<file path="src/rtl/uart_pkg.sv">
// Shared definitions for the UART blocks feeding the memory-mapped USR/UDRR cells.
// State list includes PARITY, which is only reachable when UART_RX_PARITY_EN is defined.
package uart_pkg;

   typedef enum logic [2:0] {
      IDLE   = 3'd0,
      START  = 3'd1,
      DATA   = 3'd2,
      PARITY = 3'd3,
      STOP   = 3'd4,
      BREAK  = 3'd5
   } uart_state_t;

   localparam int USR_RXV    = 0;
   localparam int USR_ERR    = 1;
   localparam int OVERSAMPLE = 16;
   localparam int MID_SAMPLE = 7;

   // Sample-counter compare values: mid-bit in START, last tick of a bit elsewhere.
   localparam logic [3:0] SC_MID  = 4'(MID_SAMPLE);
   localparam logic [3:0] SC_LAST = 4'(OVERSAMPLE - 1);

endpackage

</file>
<file path="src/rtl/uart_baud_tick.sv">
// Free-running oversample tick generator: one-cycle tick every DIV clocks.
// Shared between the UART receiver and a future transmitter.
module uart_baud_tick #(
   parameter int DIV = 1
) (
   input  logic clk,
   input  logic rst,
   output logic tick
);

   localparam int            CW   = (DIV > 1) ? $clog2(DIV) : 1;
   localparam logic [CW-1:0] LAST = CW'(DIV - 1);

   logic [CW-1:0] cnt;

   // Count 0..DIV-1 and wrap; with DIV=1 the tick is asserted every cycle.
   always_ff @(posedge clk or negedge rst) begin
      if (!rst) begin
         cnt <= '0;
      end else if (cnt == LAST) begin
         cnt <= '0;
      end else begin
         cnt <= cnt + CW'(1);
      end
   end

   assign tick = (cnt == LAST);

endmodule

</file>
<file path="src/rtl/uart_rx_mmio.sv">
// UART receiver producing the USR (status) and UDRR (data) values mirrored into
// data memory. 16x oversampling, LSB first, 8N1 by default; defining
// UART_RX_PARITY_EN switches to 8E1 with an even-parity check.
// The received byte and status are held until the CPU acknowledges with rd_ack.
module uart_rx_mmio
   import uart_pkg::*;
#(
   parameter int CLK_FREQ = 50000000,
   parameter int BAUD     = 115200
) (
   input  logic       clk,
   input  logic       rst,
   input  logic       rx,
   input  logic       rd_ack,
   output logic [1:0] USR,
   output logic [7:0] UDRR,
   output logic       busy
);

   localparam int DIV_RAW = CLK_FREQ / (BAUD * OVERSAMPLE);
   localparam int DIV     = (DIV_RAW < 1) ? 1 : DIV_RAW;

   logic        tick;
   logic        rx_m;
   logic        rx_s;
   uart_state_t state;
   logic [3:0]  sc;
   logic [2:0]  bit_idx;
   logic [7:0]  shift;
   logic        par_err;
   logic        rxv;
   logic        err;
   logic [7:0]  udrr;

   uart_baud_tick #(.DIV(DIV)) u_tick (
      .clk  (clk),
      .rst  (rst),
      .tick (tick)
   );

   // Two-flop synchroniser; resets to the idle line level so reset never looks like a start bit.
   always_ff @(posedge clk or negedge rst) begin
      if (!rst) begin
         rx_m <= 1'b1;
         rx_s <= 1'b1;
      end else begin
         rx_m <= rx;
         rx_s <= rx_m;
      end
   end

   // Data shift register: right-shift the mid-bit sample in at the end of each data bit.
   always_ff @(posedge clk) begin
      if (state == DATA && tick && sc == SC_LAST) begin
         shift <= {rx_s, shift[7:1]};
      end
   end

   // Frame FSM plus the held status/data; acceptance and errors override a same-cycle rd_ack clear.
   always_ff @(posedge clk or negedge rst) begin
      if (!rst) begin
         state   <= IDLE;
         sc      <= '0;
         bit_idx <= '0;
         par_err <= 1'b0;
         rxv     <= 1'b0;
         err     <= 1'b0;
         udrr    <= 8'h00;
      end else begin
         if (rd_ack) begin
            rxv <= 1'b0;
            err <= 1'b0;
         end
         case (state)
            IDLE: begin
               if (!rx_s) begin
                  state <= START;
                  sc    <= '0;
               end
            end
            START: begin
               if (tick) begin
                  if (sc == SC_MID) begin
                     sc <= '0;
                     if (rx_s) begin
                        state <= IDLE;
                     end else begin
                        state   <= DATA;
                        bit_idx <= '0;
                        par_err <= 1'b0;
                     end
                  end else begin
                     sc <= sc + 4'd1;
                  end
               end
            end
            DATA: begin
               if (tick) begin
                  if (sc == SC_LAST) begin
                     sc      <= '0;
                     bit_idx <= bit_idx + 3'd1;
                     if (bit_idx == 3'd7) begin
`ifdef UART_RX_PARITY_EN
                        state <= PARITY;
`else
                        state <= STOP;
`endif
                     end
                  end else begin
                     sc <= sc + 4'd1;
                  end
               end
            end
`ifdef UART_RX_PARITY_EN
            PARITY: begin
               if (tick) begin
                  if (sc == SC_LAST) begin
                     sc      <= '0;
                     par_err <= ^{shift, rx_s};
                     state   <= STOP;
                  end else begin
                     sc <= sc + 4'd1;
                  end
               end
            end
`endif
            STOP: begin
               if (tick) begin
                  if (sc == SC_LAST) begin
                     sc <= '0;
                     if (rx_s) begin
                        state <= IDLE;
                        if (par_err) begin
                           err <= 1'b1;
                        end else if (!rxv || rd_ack) begin
                           udrr <= shift;
                           rxv  <= 1'b1;
                        end else begin
                           err <= 1'b1;
                        end
                     end else begin
                        state <= BREAK;
                        err   <= 1'b1;
                     end
                  end else begin
                     sc <= sc + 4'd1;
                  end
               end
            end
            BREAK: begin
               if (rx_s) begin
                  state <= IDLE;
                  sc    <= '0;
               end
            end
            default: begin
               state <= IDLE;
               sc    <= '0;
            end
         endcase
      end
   end

   assign USR[USR_RXV] = rxv;
   assign USR[USR_ERR] = err;
   assign UDRR         = udrr;
   assign busy         = (state != IDLE);

endmodule

</file>
<file path="config.mk">
export PLATFORM = sky130hd
export DESIGN_NAME = uart_rx_mmio
export DESIGN_NICKNAME = d
export VERILOG_FILES = /design/src/rtl/uart_pkg.sv /design/src/rtl/uart_baud_tick.sv /design/src/rtl/uart_rx_mmio.sv
export SDC_FILE = /design/constraint.sdc
export NUM_CORES = 1
export LEC_CHECK = 0
export BUFFER_PORTS_ARGS = -buffer_cell sky130_fd_sc_hd__buf_2
export CAP_MARGIN = 20
export CORE_ASPECT_RATIO = 1.25
export CORE_MARGIN = 2
export CORE_UTILIZATION = 61
export DETAILED_ROUTE_END_ITERATION = 6
export PLACE_DENSITY = 0.9
export SYNTH_ARGS = -nofsm -noshare
export SYNTH_HDL_FRONTEND = slang
export SYNTH_SLANG_ARGS = --single-unit
export TNS_END_PERCENT = 5
</file>
<file path="constraint.sdc">
create_clock -name clk -period 3.9 [get_ports clk]
set_input_delay 0.195 -clock clk [delete_from_list [all_inputs] [get_ports clk]]
set_output_delay 0.195 -clock clk [all_outputs]
set_load 0.05 [all_outputs]
</file>
==> results by group <==
Status
  – Status: complete, no violations

Power
  – Clock share of power: 40.0%
  – Power share of the combinational group: 1.5%
  – Switch Pwr: 0.131 mW
  – Pwr Density: roughly 350 mW/mm2
  – P_leak: 0.817 nW
  – Internal Power: 0.513 mW
  – Reg power frac: between 50 and 60%
  – Worst VDD drop: 284 uV
  – Sw frac: approximately a fifth

Timing
  – Slew headroom: 60.3%
  – Clock skew: 0.00789 ns
  – Worst slew pin tran: 0.596 ns
  – Final count of hold timing violations: 0
  – Finish-stage setup viols: 0
  – Final setup TNS: 0 ns
  – Max Clk Rate: 473 MHz
  – Worst Hold Margin: 0.0563 ns
  – Final number of max-transition violations: 0
  – Unrepaired setup endpoints after global routing: false
  – Tcrit/Tclk final: 54.2%
  – Final min period: 2.11 ns

Worst hold path
  – Worst Hold Depth: 2
  – Min-Delay Endpoint: rxv
  – Hold path startpoint: rd_ack
  – Worst Hold Class: primary input to flop

GRT
  – First-pass GRT wire length: 4620 um
  – Largest net degree at the start of global routing: 28
  – Vias in the first global route: 1,048
  – Total grt overflow: 0
  – Initial antenna violation count: 0
  – All-Layer GR Usage: around a fifth

Job
  – Max cap viols: 0

Die
  – Die X: 50.8 um
  – Core ar.: 0.00265 mm2
  – Die H: 62.5 um
  – Die footprint: 0.00318 mm2
  – Starting Density: 63.0%
  – Rows: 21
  – I/O pins: 15

Drt
  – Post-Route WL: 2700 um
  – Vias per inst: 5.74
  – Iteration count of the initial detailed-routing pass: 4
  – DR vias: 1,079
  – Drt drc: 0
  – Routed wire length per instance: 14.3 um
  – Initial DRC count: 38
  – Post-route ant nets: 0

Critical path
  – CP arrival: 2.35 ns
  – Worst setup SP type: flop
  – Crit. End Element: flop
  – R2R cell count: 4
  – R2r setup slk: 1.79 ns
  – RR Startpoint: state[2]
  – Critical Path RT: 4.13 ns
  – Setup CP Type: flop to flop
  – Crit-path max FO: 16
  – Critical R2R Capture: UDRR[6]

Layout
  – Most common cell after layout, fill and taps aside: dfrtp_1
  – Area delta synth->final: 10.1%
  – Layout cell share with drive strength beyond 1: 25.3%
  – Layout Utilization: 69.4%
  – Most frequent cells in the layout: 25 x dfrtp_1, 14 x buf_2, 11 x mux2_2
  – Final instance area: 0.00184 mm2
  – # fillers: approximately 190
  – Nets: about 160
  – Diodes inserted: 0

CTS
  – Root buf cell: clkbuf_4
  – Worst-Skew Late Latency: 0.34 ns
  – Clock transition at path regs: 0.11 ns
  – # Post-CTS Setup Buffers: 0
  – Clock Tree Buf Depth: 2
  – TritonCTS Buffers: 5
  – TritonCTS clock tree: built
  – Clock tree sinks: 35
  – H-tree depth: 2

Placed design
  – Placed Area: between 0.0015 and 0.002 mm2
  – IO Port Bufs: 14
  – Final Wtd Congestion: roughly 0.87
  – Post-DP HPWL: 1950 um

Yosys
  – Post-synth EDFFs: 8
  – Synthesized cell area: 0.00167 mm2
  – Yosys reg bits: 35
  – Post-synthesis sequential area ratio: 54.9%
  – Syn_nets: 146
  – Syn Area/Cell: 12.2 um2
  – Synth cell types: 42
  – Ys async rst share: 77.1%
  – Ys Warns: 0
  – Synthesized instance count: 137
  – Main flop type after synthesis: dfrtp_1
metal layers:
metal	up-vias	global-route usage, %	routed length [um]
li1	524	-	-
met1	535	23.1	1140
met2	15	33.2	1410
met3	5	7.18	103
met4	0	8.11	48
met5	-	0	0
logic make-up after synthesis:
| family | Yosys count | share of synthesized area [%] |
|---|---|---|
| buffers and inverters | 16 | 4.64 |
| flip-flops | 35 | 54.9 |
| AO/OA/AOI/OAI | 23 | 9.21 |
| XOR/XNOR | 4 | 2.10 |
| AND/OR/NAND/NOR | 38 | 15.0 |
| multiplexers | 16 | 10.4 |
| adder cells (fa/ha/maj) | 5 | 3.74 |
registers in the layout, summed over array words and instances (netlist names):
signal,cells
sc,4
UDRR,8
u_tick.cnt,5
rx_s,1
rxv,1
shift,8
rx_m,1
err,1
state,3
bit_idx,3
synth_stat cells (2+ instances only):
library cell	number	area, um2
buf_4	2	15.0
ha_1	5	62.6
xnor2_1	2	17.5
xor2_1	2	17.5
nor2_1	7	26.3
dfstp_2	2	52.6
a211oi_1	2	15.0
buf_2	2	10.0
nor3b_1	4	30.0
dfrtp_1	25	626
nand2_1	9	33.8
inv_1	9	33.8
o22ai_1	2	12.5
o21ai_0	6	30.0
clkbuf_1	2	7.51
edfxtp_1	8	240
nand3_1	5	25.0
a21oi_1	3	15.0
o211ai_1	3	22.5
mux2_2	11	124
mux2i_1	5	50.1
power by group through the flow:
stage,Combinational (mW),Clock [mW],Sequential [mW]
after floorplan,0.00235,0,0.383
final,0.00986,0.258,0.376
after global routing,0.0115,0.284,0.377
after CTS,0.0103,0.268,0.377
after detailed placement,0.00876,0,0.384
after global placement,0.00822,0,0.384
worst max path at each step:
stage | from | end | slack [ns]
after global placement | state[2] | UDRR[7] | 1.90
after detailed placement | state[2] | UDRR[6] | 1.80
final | state[2] | UDRR[6] | 1.79
after CTS | state[2] | UDRR[6] | 1.77
after floorplan | u_tick.cnt[0] | UDRR[0] | 2.11
after global routing | state[2] | UDRR[6] | 1.65
area by class of cell:
cell class / instances / area [um2] / share of cell area [%]
clock buffer: 5 / 37.5 / 2.04
clock inverter: 3 / 42.5 / 2.31
inverter: 9 / 33.8 / 1.84
multi-input combinational: 86 / 676 / 36.7
sequential: 35 / 918 / 49.9
tap: 34 / 42.5 / 2.31
timing repair buffer: 16 / 90.1 / 4.89
metrics by stage:
stage | worst slack (ns) | total power, mW | cells
after floorplan | 2.11 | 0.385 | 137
after global placement | 1.90 | 0.392 | 178
after detailed placement | 1.80 | 0.393 | 178
after CTS | 1.77 | 0.655 | 188
after global routing | 1.65 | 0.672 | 188
final | 1.79 | 0.644 | 188
critical path: stages (launching register included):
cell and delay [ns]:
dfrtp_1 0.61, or3b_4 0.46, nor3_4 0.18, o211a_1 0.38
mux2_2 0.38
timing repair:
action	in CTS	in global routing
hold buffers	2	0
resized for setup	0	0
setup endpoints to repair	0	0
endpoints found under the hold margin	26	0
(Power assumes the default switching activity.)
